$ cat src/rtl/seq_detect_ctrl.sv
// Stimulus sequencer for the four-in-a-row detector.
// Plays a latched pattern on w and scores the detector's z.
module seq_detect_ctrl #(
  parameter int PAT_W = 16,
  parameter int CNT_W = 5
) (
  input  logic             clock,
  input  logic             reset,
  input  logic             start,
  input  logic [PAT_W-1:0] pat_in,
  input  logic [4:0]       len_in,
  input  logic             z,
  output logic             w,
  output logic             det_rst_n,
  output logic             busy,
  output logic             done,
  output logic [CNT_W-1:0] match_cnt,
  output logic [4:0]       first_idx,
  output logic             found
);

  localparam logic [4:0] S_IDLE  = 5'b00001;
  localparam logic [4:0] S_CLR   = 5'b00010;
  localparam logic [4:0] S_RUN   = 5'b00100;
  localparam logic [4:0] S_DRAIN = 5'b01000;
  localparam logic [4:0] S_DONE  = 5'b10000;

  localparam logic [4:0]       PW   = 5'(PAT_W);
  localparam logic [CNT_W-1:0] CMAX = '1;

  logic [4:0]       state;
  logic [4:0]       state_nx;
  logic [PAT_W-1:0] pat_q;
  logic [4:0]       len_q;
  logic [4:0]       len_cl;
  logic [4:0]       idx;
  logic [PAT_W-1:0] sh;
  logic             st_idle;
  logic             st_clr;
  logic             st_run;
  logic             st_drain;
  logic             st_done;
  logic             last_bit;
  logic             hit;

  assign st_idle  = state[0];
  assign st_clr   = state[1];
  assign st_run   = state[2];
  assign st_drain = state[3];
  assign st_done  = state[4];

  assign last_bit = (idx == len_q - 5'd1);
  assign hit      = (st_run | st_drain) & z;

  assign busy      = ~st_idle;
  assign done      = st_done;
  assign det_rst_n = reset & ~st_clr;

  // A zero or oversized length plays the whole pattern.
  always_comb begin
    len_cl = len_in;
    if (len_in == 5'd0 || len_in > PW)
      len_cl = PW;
  end

  // Serial bit: current index in RUN, last bit held in DRAIN.
  always_comb begin
    sh = '0;
    w  = 1'b0;
    if (st_run) begin
      sh = pat_q >> idx;
      w  = sh[0];
    end else if (st_drain) begin
      sh = pat_q >> (len_q - 5'd1);
      w  = sh[0];
    end
  end

  // Next-state decode over the one-hot state vector.
  always_comb begin
    state_nx = state;
    unique case (1'b1)
      st_idle:  if (start) state_nx = S_CLR;
      st_clr:   state_nx = S_RUN;
      st_run:   if (last_bit) state_nx = S_DRAIN;
      st_drain: state_nx = S_DONE;
      st_done:  state_nx = S_IDLE;
      default:  state_nx = S_IDLE;
    endcase
  end

  // State register.
  always_ff @(posedge clock) begin
    if (!reset)
      state <= S_IDLE;
    else
      state <= state_nx;
  end

  // Capture pattern and clamped length when a run is accepted.
  always_ff @(posedge clock) begin
    if (!reset) begin
      pat_q <= '0;
      len_q <= '0;
    end else if (st_idle && start) begin
      pat_q <= pat_in;
      len_q <= len_cl;
    end
  end

  // Bit index: cleared in CLR, advanced through RUN, held after.
  always_ff @(posedge clock) begin
    if (!reset)
      idx <= '0;
    else if (st_clr)
      idx <= '0;
    else if (st_run)
      idx <= idx + 5'd1;
  end

  // Score z: saturating hit count and first detection index.
  always_ff @(posedge clock) begin
    if (!reset) begin
      match_cnt <= '0;
      first_idx <= '0;
      found     <= 1'b0;
    end else if (st_clr) begin
      match_cnt <= '0;
      first_idx <= '0;
      found     <= 1'b0;
    end else if (hit) begin
      if (match_cnt != CMAX)
        match_cnt <= match_cnt + 1'b1;
      if (!found) begin
        first_idx <= idx - 5'd1;
        found     <= 1'b1;
      end
    end
  end

endmodule

$ cat config.mk
export PLATFORM = sky130hd
export DESIGN_NAME = seq_detect_ctrl
export DESIGN_NICKNAME = d
export VERILOG_FILES = /design/src/rtl/seq_detect_ctrl.sv
export SDC_FILE = /design/constraint.sdc
export NUM_CORES = 1
export LEC_CHECK = 0
export CORE_MARGIN = 2
export CORE_UTILIZATION = 50
export CTS_CLUSTER_DIAMETER = 120
export DETAILED_ROUTE_END_ITERATION = 7
export PLACE_DENSITY_LB_ADDON = 0.08
export SYNTH_ARGS = -nofsm -noshare
export SYNTH_HDL_FRONTEND = slang
export SYNTH_SLANG_ARGS = --single-unit
$ cat constraint.sdc
create_clock -name clock -period 2.54 [get_ports clock]
set_input_delay 0.254 -clock clock [delete_from_list [all_inputs] [get_ports clock]]
set_output_delay 0.254 -clock clock [all_outputs]
set_load 0.02 [all_outputs]
==> metrics.md, run 1 <==
| Metric | Value |
|---|---|
| Tcrit/Tclk final | `between 90% and 100%` |
| Most common cell in the synthesized netlist | `nand2_1` |
| Post-synth design cell area | `between 2000 and 2500 sq um` |
| Max-cap violations | `0` |
| Largest net degree at the start of global routing | `28` |
| P_leak | `around 1.0 nW` |
| Asr flop ratio synth | `0%` |
| Residual DRC count | `0` |
| Synth top cells by count | `44 x nand2_1, 42 x dfxtp_1, 19 x a21boi_0` |
| Number of distinct library cells after synthesis | `34` |
| I/O pin cnt | `40` |
| Syn Area/Cell | `9.30 sq um` |
| Slew headroom | `56.6%` |
| Synth top area share | `39.8%` |
| Dominant synthesized flop cell | `dfxtp_1` |
| CP Data Arrival Time | `2.26 ns` |
| Setup Crit Path Kind | `flip-flop to primary output` |
| Tot GR Track Use | `20.0%` |
| IO buf count | `39` |
| Vias in the first global route | `between 1500 and 2000` |
| Final setup TNS | `0 ns` |
| Die X-Extent | `slightly below 70 um` |
| Global-route wire length before repair | `~6.9 mm` |
| R2R setup slack | `roughly 0.80 ns` |
| Syn_nets | `258` |
| Status | `completed` |
| DP HPWL | `3.05 mm` |
| Skew final | `0.00718 ns` |
| Initial antenna violation count | `0` |
| Crit path largest cell delay | `about 0.49 ns` |
| Die Y | `69.0 um` |
| Worst-path fanout max | `2` |
| Core Box Area | `4030 sq um` |
| Most area-hungry cell type in the Yosys netlist | `dfxtp_1` |
| Fraction of layout cells with a size suffix above 1 | `11.9%` |
| RSZ-0062 raised after global routing | `yes` |
| # diodes | `0` |
| Final worst setup slack | `roughly 0.025 ns` |
| Initial core utilization | `52.4%` |
| Routed WL | `~3.9 mm` |
| Total power | `1.36 mW` |
| Final Setup Violations | `0` |
| Synth warnings | `0` |
| Worst Path Required | `approximately 2.3 ns` |
| Slowest-stage cell, CP | `mux4_2` |
| Pwr/cell area | `506 nW/um^2` |
| Sequential element share of the synthesized area | `39.8%` |
| Most used cell, CP | `mux4_2` |
| Clock sink count | `42` |
| Clock Path Buffers | `2` |
| Final #Nets | `301` |
| Total grt overflow | `0` |
| Num CTS Buffers | `5` |
| Minimum clock period | `2.52 ns` |
| Cells after synthesis | `227` |
| Area growth, synth to finish | `27.1%` |
| Max Freq | `between 300 and 400 MHz` |
| Actual slew at the worst max-slew pin | `0.649 ns` |
| H-tree depth | `2` |
| Site Rows | `23` |
| Vias | `1687` |
| CTS tree | `yes` |
| Clock Latency Late Sink | `0.30 ns` |
| Post-synth EDFFs | `0` |
| Cell Chain, Critical Path | `inv_1, ha_4, mux4_2, mux4_2, a32o_2, buf_6` |
| Worst hold start | `found$_SDFFE_PN0P_` |
| Worst vdd ir | `0.364 mV` |
| FF-to-FF Start | `idx[2]$_SDFFE_PN0P_` |
| FF+latch count, synth | `42` |
| Cts hold-fix bufs | `0` |
| ANT nets after route | `0` |
| Wire per inst | `between 10 and 15 um` |
| DP Worst Slack | `-0.127 ns` |
| DIE AREA | `4760 sq um` |
| Fin. max-slew vios | `0` |
| Crit path from | `len_q[1]$_SDFFE_PN0P_` |
| CTS clk-pin slew, worst paths | `0.08 ns` |
| Final core occ | `66.6%` |
| Via density | `5.27` |
| Crit path capture type | `primary output` |
| Hold crit path type | `flip-flop to flip-flop` |
| Synth area leaders | `dfxtp_1 40%, nand2_1 7.8%, mux4_2 7.5%` |
| Hold Fails Final Rpt | `0` |
| CTS Root Cell | `clkbuf_8` |
| Detailed-router iteration count before antenna repair | `4` |
| Nature of the critical path startpoint | `flip-flop` |
| Initial drt markers | `59` |
| GP Congestion | `0.781` |
[layout by cell type (no fill, tap or decap), types with 2 or more instances in the layout]
cell type        count
a211oi_1             5
nor2_1              17
buf_4               12
mux2i_1              2
inv_1                9
dfxtp_1             40
a21boi_0            19
and3_1               4
nor3b_1              2
ha_1                 5
nand4_1              2
clkdlybuf4s50_1     38
nand3_1              3
dfxtp_2              2
mux4_2               7
mux4_1               3
nand2b_1             2
clkbuf_8             5
nand3b_1             3
or4_1                2
nand2_1             44
and2_1               2
clkinv_2             2
o21ai_0              2
xor2_1               5
a21oi_1              4
xnor2_1             14
nor3_1               4
[final timing paths]
check	to	depth (start not counted)
max	w	6
min	found$_SDFFE_PN0P_	2
max reg2reg	state[4]$_SDFFE_PN0P_	5
min reg2reg	found$_SDFFE_PN0P_	2
[per-stage QoR]
stage / cell area [sq um] / hold WS (ns) / cells
global route: 2680 / 0.499 / 320
global placement: 2590 / 0.449 / 313
floorplan: 2110 / 0.399 / 227
detailed placement: 2590 / 0.455 / 313
CTS: 2680 / 0.467 / 320
finish: 2680 / 0.461 / 320
[flip-flops by register name, summed over array words and instances (netlist names)]
signal	cells
first_idx	5
found	1
idx	5
len_q	5
match_cnt	5
pat_q	16
state	5
[layer usage]
layer	wire length, um	track usage, %	vias to the layer above
met1	1770	22.8	789
met5	0	0	-
met3	153	6.82	6
met2	1970	35.3	32
met4	48	5.88	0
li1	-	-	860
[worst max-delay path, delay by kind of cell (launching register included)]
kind	cells	cell delay, ns
compound gates	1	0.24
flops	1	0.33
mux	2	0.95
buf+inv	2	0.19
fa+ha+maj	1	0.27
[report_power, final]
group / internal (mW) / leakage [nW] / switching [mW]
sequential: 0.688 / 0.344 / 0.0289
clock: 0.184 / 0.0438 / 0.222
combinational: 0.135 / 0.644 / 0.0995
total: 1.01 / 1.03 / 0.350
[cell type report]
type,instances,area [sq um]
multi-input cells,160,1180
well taps,50,62.6
clock buffers,5,68.8
flip-flops and latches,42,843
repair buffers,51,482
clock inverters,2,10.0
inverters,10,37.5
fillers,364,1350
[kinds of logic after synthesis]
group,Yosys count,share of synthesized area (%)
AND/OR/NAND/NOR,86,18.3
flip-flops,42,39.8
AO/OA/AOI/OAI,36,12.2
buffers and inverters,25,4.98
XOR/XNOR,20,9.01
multiplexers,12,12.2
adder cells (fa/ha/maj),6,3.56
[timing repair]
| item | in CTS | in global routing |
|---|---|---|
| gates resized for setup | 9 | 2 |
| pin swaps | 1 | 0 |
| setup buffers | 0 | 0 |
| setup endpoints to repair | 1 | 1 |
| hold endpoints to repair | 0 | 0 |
No activity file was read; power rests on OpenSTA's default activity.
==> inputs of run 2 (changes only) <==
- CAP_MARGIN: unset -> 40
==> results of run 2 <==
Same layout as run 1: the final DEF is identical, and so are final timing and power.
==> inputs of run 3 (changes only) <==
- ABC_CLOCK_PERIOD_IN_PS: unset -> 2540
- CTS_CLUSTER_DIAMETER: 120 -> unset
- TNS_END_PERCENT: unset -> 10
==> results of run 3 <==
Same layout as run 1: the final DEF is identical, and so are final timing and power.
